`src/rtl/instr_fetch_ctrl_if.sv`:
```
`default_nettype none
// ============================================================================
//  Module      : instr_fetch_ctrl_if
//  Description : Bundle of fetch-controller signals: run control, instruction
//                memory port, redirect input, decode-side valid/ready queue
//                head and halt status.
//                master : the fetch controller
//                slave  : the environment (memory, execute, decode)
//                Macro FETCH_PERF_EN adds fetch_count / stall_count.
//  Revision    : 1.0 - initial release
// ============================================================================
interface instr_fetch_ctrl_if;
    logic        run;
    logic [31:0] imem_addr;
    logic [31:0] imem_instr;
    logic        redirect_valid;
    logic [31:0] redirect_pc;
    logic        if_valid;
    logic        if_ready;
    logic [31:0] if_instr;
    logic [31:0] if_pc;
    logic        halted;
`ifdef FETCH_PERF_EN
    logic [31:0] fetch_count;
    logic [31:0] stall_count;
`endif

    modport master (
        input  run,
        output imem_addr,
        input  imem_instr,
        input  redirect_valid,
        input  redirect_pc,
        output if_valid,
        input  if_ready,
        output if_instr,
        output if_pc,
        output halted
`ifdef FETCH_PERF_EN
        ,
        output fetch_count,
        output stall_count
`endif
    );

    modport slave (
        output run,
        input  imem_addr,
        output imem_instr,
        output redirect_valid,
        output redirect_pc,
        input  if_valid,
        output if_ready,
        input  if_instr,
        input  if_pc,
        input  halted
`ifdef FETCH_PERF_EN
        ,
        input  fetch_count,
        input  stall_count
`endif
    );
endinterface
`default_nettype wire

```
`src/rtl/instr_fetch_ctrl.sv`:
```
`default_nettype none
// ============================================================================
//  Module      : instr_fetch_ctrl
//  Description : Fetch sequencer for a single-cycle-read instruction memory.
//                Owns the fetch PC, buffers {pc, instr} in a 2-entry prefetch
//                queue feeding decode, handles redirects and stops on the
//                halt (syscall) encoding.
//  Ports       : clk   - clock, rising edge
//                reset - asynchronous active-high reset
//                bus   - instr_fetch_ctrl_if.master (run, imem port,
//                        redirect, decode handshake, halted)
//  Config      : FETCH_PERF_EN - adds fetch_count / stall_count counters
//  Revision    : 1.0 - initial release
// ============================================================================
module instr_fetch_ctrl #(
    parameter logic [31:0] RESET_PC  = 32'h0000_0000,
    parameter logic [31:0] HALT_WORD = 32'h0000_000C
) (
    input  wire logic             clk,
    input  wire logic             reset,
    instr_fetch_ctrl_if.master    bus
);

    typedef enum logic [1:0] {
        ST_IDLE  = 2'd0,
        ST_FETCH = 2'd1,
        ST_HALT  = 2'd2
    } state_t;

    state_t      state_q, state_d;
    logic [31:0] fetch_pc_q, fetch_pc_d;
    logic [1:0]  count_q, count_d;
    // Slot 0 is always the head; slot 1 the younger entry.
    logic [31:0] pc0_q, pc0_d, pc1_q, pc1_d;
    logic [31:0] in0_q, in0_d, in1_q, in1_d;

    logic w_pop;
    logic w_is_halt;
    logic w_fetch_go;
    logic w_push;
    logic w_wr_slot0;
    logic w_unused_redirect_bits;

    // Low address bits are forced to zero, so they are deliberately dropped.
    assign w_unused_redirect_bits = |bus.redirect_pc[1:0];

    // A pop in a redirect cycle is ignored: the head is killed by the flush.
    assign w_pop      = (count_q != 2'd0) && bus.if_ready && !bus.redirect_valid;
    assign w_is_halt  = (bus.imem_instr == HALT_WORD);
    assign w_fetch_go = (state_q == ST_FETCH) && bus.run && !bus.redirect_valid &&
                        ((count_q != 2'd2) || w_pop);
    assign w_push     = w_fetch_go && !w_is_halt;
    // The new entry lands in slot 0 whenever the queue is empty after this pop.
    assign w_wr_slot0 = (count_q == 2'd0) || ((count_q == 2'd1) && w_pop);

    // Next-state and datapath
    always_comb begin
        state_d    = state_q;
        fetch_pc_d = fetch_pc_q;
        count_d    = count_q;
        pc0_d      = pc0_q;
        pc1_d      = pc1_q;
        in0_d      = in0_q;
        in1_d      = in1_q;

        if (bus.redirect_valid) begin
            state_d    = bus.run ? ST_FETCH : ST_IDLE;
            fetch_pc_d = {bus.redirect_pc[31:2], 2'b00};
            count_d    = 2'd0;
        end else begin
            case (state_q)
                ST_IDLE:  if (bus.run) state_d = ST_FETCH;
                ST_FETCH: begin
                    if (!bus.run)
                        state_d = ST_IDLE;
                    else if (w_fetch_go && w_is_halt)
                        state_d = ST_HALT;
                end
                ST_HALT:  state_d = ST_HALT;
                default:  state_d = ST_IDLE;
            endcase

            // The halt word is not consumed, so fetch_pc stays on its address.
            if (w_push)
                fetch_pc_d = fetch_pc_q + 32'd4;

            if (w_pop) begin
                pc0_d = pc1_q;
                in0_d = in1_q;
            end

            if (w_push) begin
                if (w_wr_slot0) begin
                    pc0_d = fetch_pc_q;
                    in0_d = bus.imem_instr;
                end else begin
                    pc1_d = fetch_pc_q;
                    in1_d = bus.imem_instr;
                end
            end

            count_d = count_q + {1'b0, w_push} - {1'b0, w_pop};
        end
    end

    always_ff @(posedge clk or posedge reset) begin
        if (reset) begin
            state_q    <= ST_IDLE;
            fetch_pc_q <= RESET_PC;
            count_q    <= 2'd0;
            pc0_q      <= 32'd0;
            pc1_q      <= 32'd0;
            in0_q      <= 32'd0;
            in1_q      <= 32'd0;
        end else begin
            state_q    <= state_d;
            fetch_pc_q <= fetch_pc_d;
            count_q    <= count_d;
            pc0_q      <= pc0_d;
            pc1_q      <= pc1_d;
            in0_q      <= in0_d;
            in1_q      <= in1_d;
        end
    end

    assign bus.imem_addr = fetch_pc_q;
    assign bus.if_valid  = (count_q != 2'd0);
    assign bus.if_pc     = (count_q != 2'd0) ? pc0_q : 32'd0;
    assign bus.if_instr  = (count_q != 2'd0) ? in0_q : 32'd0;
    assign bus.halted    = (state_q == ST_HALT);

`ifdef FETCH_PERF_EN
    logic [31:0] fetch_count_q;
    logic [31:0] stall_count_q;
    logic        w_stall;

    assign w_stall = (state_q == ST_FETCH) && bus.run && !bus.redirect_valid &&
                     (count_q == 2'd2) && !w_pop;

    always_ff @(posedge clk or posedge reset) begin
        if (reset) begin
            fetch_count_q <= 32'd0;
            stall_count_q <= 32'd0;
        end else begin
            if (w_push)
                fetch_count_q <= fetch_count_q + 32'd1;
            if (w_stall)
                stall_count_q <= stall_count_q + 32'd1;
        end
    end

    assign bus.fetch_count = fetch_count_q;
    assign bus.stall_count = stall_count_q;
`endif

endmodule
`default_nettype wire

```
`src/flat_wrapper.sv`:
```
// flat-port wrapper written by rule: the top's interface ports become plain ports
module instr_fetch_ctrl_flat 
#(
    parameter logic [31:0] RESET_PC  = 32'h0000_0000,
    parameter logic [31:0] HALT_WORD = 32'h0000_000C
)
  (clk, reset, bus_run, bus_imem_addr, bus_imem_instr, bus_redirect_valid, bus_redirect_pc, bus_if_valid, bus_if_ready, bus_if_instr, bus_if_pc, bus_halted);
  instr_fetch_ctrl_if bus_i ();
  input  wire logic clk;
  input  wire logic reset;
  input wire logic [$bits(bus_i.run)-1:0] bus_run;
  output wire logic [$bits(bus_i.imem_addr)-1:0] bus_imem_addr;
  input wire logic [$bits(bus_i.imem_instr)-1:0] bus_imem_instr;
  input wire logic [$bits(bus_i.redirect_valid)-1:0] bus_redirect_valid;
  input wire logic [$bits(bus_i.redirect_pc)-1:0] bus_redirect_pc;
  output wire logic [$bits(bus_i.if_valid)-1:0] bus_if_valid;
  input wire logic [$bits(bus_i.if_ready)-1:0] bus_if_ready;
  output wire logic [$bits(bus_i.if_instr)-1:0] bus_if_instr;
  output wire logic [$bits(bus_i.if_pc)-1:0] bus_if_pc;
  output wire logic [$bits(bus_i.halted)-1:0] bus_halted;
  assign bus_i.run = bus_run;
  assign bus_imem_addr = bus_i.imem_addr;
  assign bus_i.imem_instr = bus_imem_instr;
  assign bus_i.redirect_valid = bus_redirect_valid;
  assign bus_i.redirect_pc = bus_redirect_pc;
  assign bus_if_valid = bus_i.if_valid;
  assign bus_i.if_ready = bus_if_ready;
  assign bus_if_instr = bus_i.if_instr;
  assign bus_if_pc = bus_i.if_pc;
  assign bus_halted = bus_i.halted;
  instr_fetch_ctrl #(.RESET_PC(RESET_PC), .HALT_WORD(HALT_WORD)) u_core (.clk(clk), .reset(reset), .bus(bus_i));
endmodule
```
`config.mk`:
```
export PLATFORM = sky130hd
export DESIGN_NAME = instr_fetch_ctrl_flat
export DESIGN_NICKNAME = d
export VERILOG_FILES = /design/src/rtl/instr_fetch_ctrl_if.sv /design/src/rtl/instr_fetch_ctrl.sv /design/src/flat_wrapper.sv
export SDC_FILE = /design/constraint.sdc
export NUM_CORES = 1
export LEC_CHECK = 0
export CORE_ASPECT_RATIO = 1.75
export CORE_MARGIN = 8
export CORE_UTILIZATION = 25
export CTS_BUF_LIST = sky130_fd_sc_hd__clkbuf_4 sky130_fd_sc_hd__clkbuf_8
export CTS_CLUSTER_DIAMETER = 50
export DETAILED_ROUTE_END_ITERATION = 6
export PLACE_DENSITY = 0.45
export SLEW_MARGIN = 10
export SYNTH_ARGS = -nofsm -noshare
export SYNTH_HDL_FRONTEND = slang
export SYNTH_SLANG_ARGS = --single-unit
```
`constraint.sdc`:
```
create_clock -name clk -period 7.3 [get_ports clk]
set_clock_uncertainty 0.15 [all_clocks]
set_input_delay 1.825 -clock clk [delete_from_list [all_inputs] [get_ports clk]]
set_output_delay 1.825 -clock clk [all_outputs]
set_load 0.02 [all_outputs]
```
==> results.txt <==
Status = completed
First-pass GRT wire length = 40.6 mm
Element type at the critical path start = primary input
Critical path arrival = 5.16 ns
Area share of the largest cell type after synthesis = 47.9%
Seq cells post-synth = 160
Clk Latency, worst-skew pair = 0.49 ns
Vias in the first global route = 6481
Clock transition at path regs = 0.08 ns
Setup_tns = 0 ns
Sw Share = 30.7%
PwrDens = 294 mW/mm^2
Util after Layout = 32.7%
Post-synthesis async set-or-reset flop share = 100%
Max Buffers Root-to-Sink = 2
Critical path type = primary input to flop
Gate power share = 30.8%
Hold Buf Count CTS = 0
Port bufs = 162
Crit share post-route = 68.2%
Drt first pass iters = 4
Worst Max-Slew Pin Slew = 0.910 ns
Yosys top cell by area = dfrtp_1
Vias per inst = 4.70
CTS tree = built
EDFF count, synth = 0
Fill count = 3401
WL per Instance = 20.4 um
Initial antenna violation count = 1
GRT Total Usage = 13.5%
Final WL = 26.2 mm
CP bufs+invs = 3
Worst-path cell chain = buf_4, clkinv_1, nand3_4, buf_4, mux2i_1, mux2i_1
Leak = 5.32 nW
H-tree depth = 4
Average cell area after synthesis = 11.6 sq um
Placer Congestion = 0.695
Floorplan core area = 0.0329 sq mm
Max_cap viols = 0
# DRC = 0
Standard-cell row count = 88
Minimum clock period = 4.98 ns
Worst slew margin = 39.0%
Family with the most delay on the worst path = buffers and inverters
Nets = 939
Clock sinks = 160
Distinct cells, synth = 51
Gr ovfl total = 0
Sequential element share of the synthesized area = 47.9%
Most frequent cell after synthesis = dfrtp_1
Initial DRC count = 252
Final Hold Fails = 0
Max Slew Vio Count = 0
Cells after Synth = 721
Unrepaired setup endpoints after global routing = false
Clk pwr share = 24.0%
Critical path endpoint category = flop
Synthesis-to-layout area growth = 28.6%
CP max stage cell = clkinv_1
Fmax = 0.201 GHz
Post-DP HPWL = 17.4 mm
Hold WC Path Type = flop to flop
Synthesized area = 0.00836 sq mm
# IOs = 167
Multi-input logic area = 0.00405 sq mm
Synth top cells by count = dfrtp_1, mux2i_1, nor2_1, and2_1, mux2_4
Post-CTS Repair Setup Buffers = 0
Share of cells above drive strength 1 = 13.4%
Max FO, Critical Path = 51
CTS resizes = 0
Worst path required time = 7.48 ns
CTS root buf = clkbuf_8
Synth Flop Type = dfrtp_1
P_sw = 0.971 mW
Starting Density = 25.4%
Top post-synthesis cells by area = dfrtp_1, mux2i_1, mux2_4, and2_1, nor2_1
Setup violations, final = 0
Sequential power share = 45.2%
Sequential cell area = 0.00400 sq mm
CP max stage delay = 0.93 ns
Die area = 0.0398 sq mm
VDD IR max = 113 uV
Via count = 6041
Die Span Y = 258 um
YS warnings = 0
Antenna Nets Post-Route = 0
Largest net degree at the start of global routing = 79
CTS buffer count = 17
Die X = 154 um
Internal power = 2.19 mW
-- sequential cells by signal, indices dropped and copies added (netlist names) --
signal and cells:
u_core.in1_q 32, u_core.state_q 2, u_core.in0_q 32, u_core.pc0_q 32, u_core.bus.imem_addr 30, u_core.count_q 2
u_core.pc1_q 30
-- layout make-up --
cell class / instances / area share (%)
Inverter: 8 / 0.326
Sequential cell: 160 / 37.2
Antenna cell: 1 / 0.0233
Timing Repair Buffer: 175 / 16.0
Clock inverter: 10 / 1.48
Clock buffer: 21 / 2.63
Multi-Input combinational cell: 505 / 37.6
Tap cell: 405 / 4.71
-- power groups by stage --
stage	Sequential, mW	Clock (mW)	Combinational (mW)
floorplan	1.40	0	0.670
global placement	1.44	0	0.976
detailed placement	1.45	0	0.993
global route	1.48	0.819	1.06
finish	1.43	0.758	0.975
CTS	1.43	0.793	0.999
-- per-stage QoR --
step / area [sq um] / setup WS, ns / hold WS [ns] / power (mW) / cells
floorplan: 8360 / 1.01 / 0.317 / 2.07 / 722
global placement: 10300 / 1.70 / 0.339 / 2.42 / 1253
detailed placement: 10300 / 1.64 / 0.343 / 2.44 / 1253
CTS: 10800 / 2.21 / 0.363 / 3.23 / 1284
global route: 10800 / 2.02 / 0.379 / 3.36 / 1285
finish: 10800 / 2.32 / 0.360 / 3.16 / 1285
-- worst paths after layout --
kind / startpoint / slack, ns / cells past startpoint / end
max: bus_redirect_valid / 2.32 / 6 / u_core.in0_q[5]$_DFFE_PP0N_
min: u_core.pc1_q[31]$_DFFE_PP0P_ / 0.36 / 1 / u_core.pc1_q[31]$_DFFE_PP0P_
max reg2reg: u_core.count_q[1]$_DFF_PP0_ / 4.39 / 5 / u_core.in0_q[5]$_DFFE_PP0N_
min reg2reg: u_core.pc1_q[31]$_DFFE_PP0P_ / 0.36 / 1 / u_core.pc1_q[31]$_DFFE_PP0P_
max in group asynchronous: reset / 3.88 / 3 / u_core.pc0_q[31]$_DFFE_PP0N_
min in group asynchronous: reset / 1.68 / 2 / u_core.pc0_q[25]$_DFFE_PP0N_
-- worst register-to-register path: stages (launching register included) --
cell and delay (ns):
dfrtp_1 0.41, or2_4 0.64, nand3_4 0.62, buf_4 0.59, mux2i_1 0.26, mux2i_1 0.10
-- layout by cell type (no fill, tap or decap), drive strengths merged, types with 5 or more instances in the layout --
cell type / n
clkdlybuf4s50: 161
dfrtp: 160
mux2i: 124
nor2: 74
and2: 65
mux2: 62
nand2: 28
clkbuf: 21
o21ai: 20
xor2: 15
o211ai: 15
buf: 14
nand3: 14
nand4: 13
and3: 8
nor4: 8
or3: 7
a31oi: 7
inv: 7
o2111ai: 6
clkinv: 5
-- routing by layer --
| metal | track usage (%) | vias up | routed length [um] |
|---|---|---|---|
| li1 | - | 2837 | - |
| met1 | 15.1 | 3038 | 10700 |
| met2 | 24.6 | 142 | 14000 |
| met3 | 2.74 | 24 | 1010 |
| met4 | 5.03 | 0 | 466 |
| met5 | 0 | - | 0 |
-- cells by family (layout without fill, tap and decap cells) --
group,Yosys count,after routing,share of synthesized area [%]
compound gates,61,61,4.85
xor+xnor,16,16,1.68
fa+ha+maj,3,3,0.449
buf+inv,57,214,3.94
flops,160,160,47.9
mux,186,186,25.9
other cells,1,3,0.0449
simple gates,237,237,15.3
Note: power is estimated with default switching activity, not from simulation.
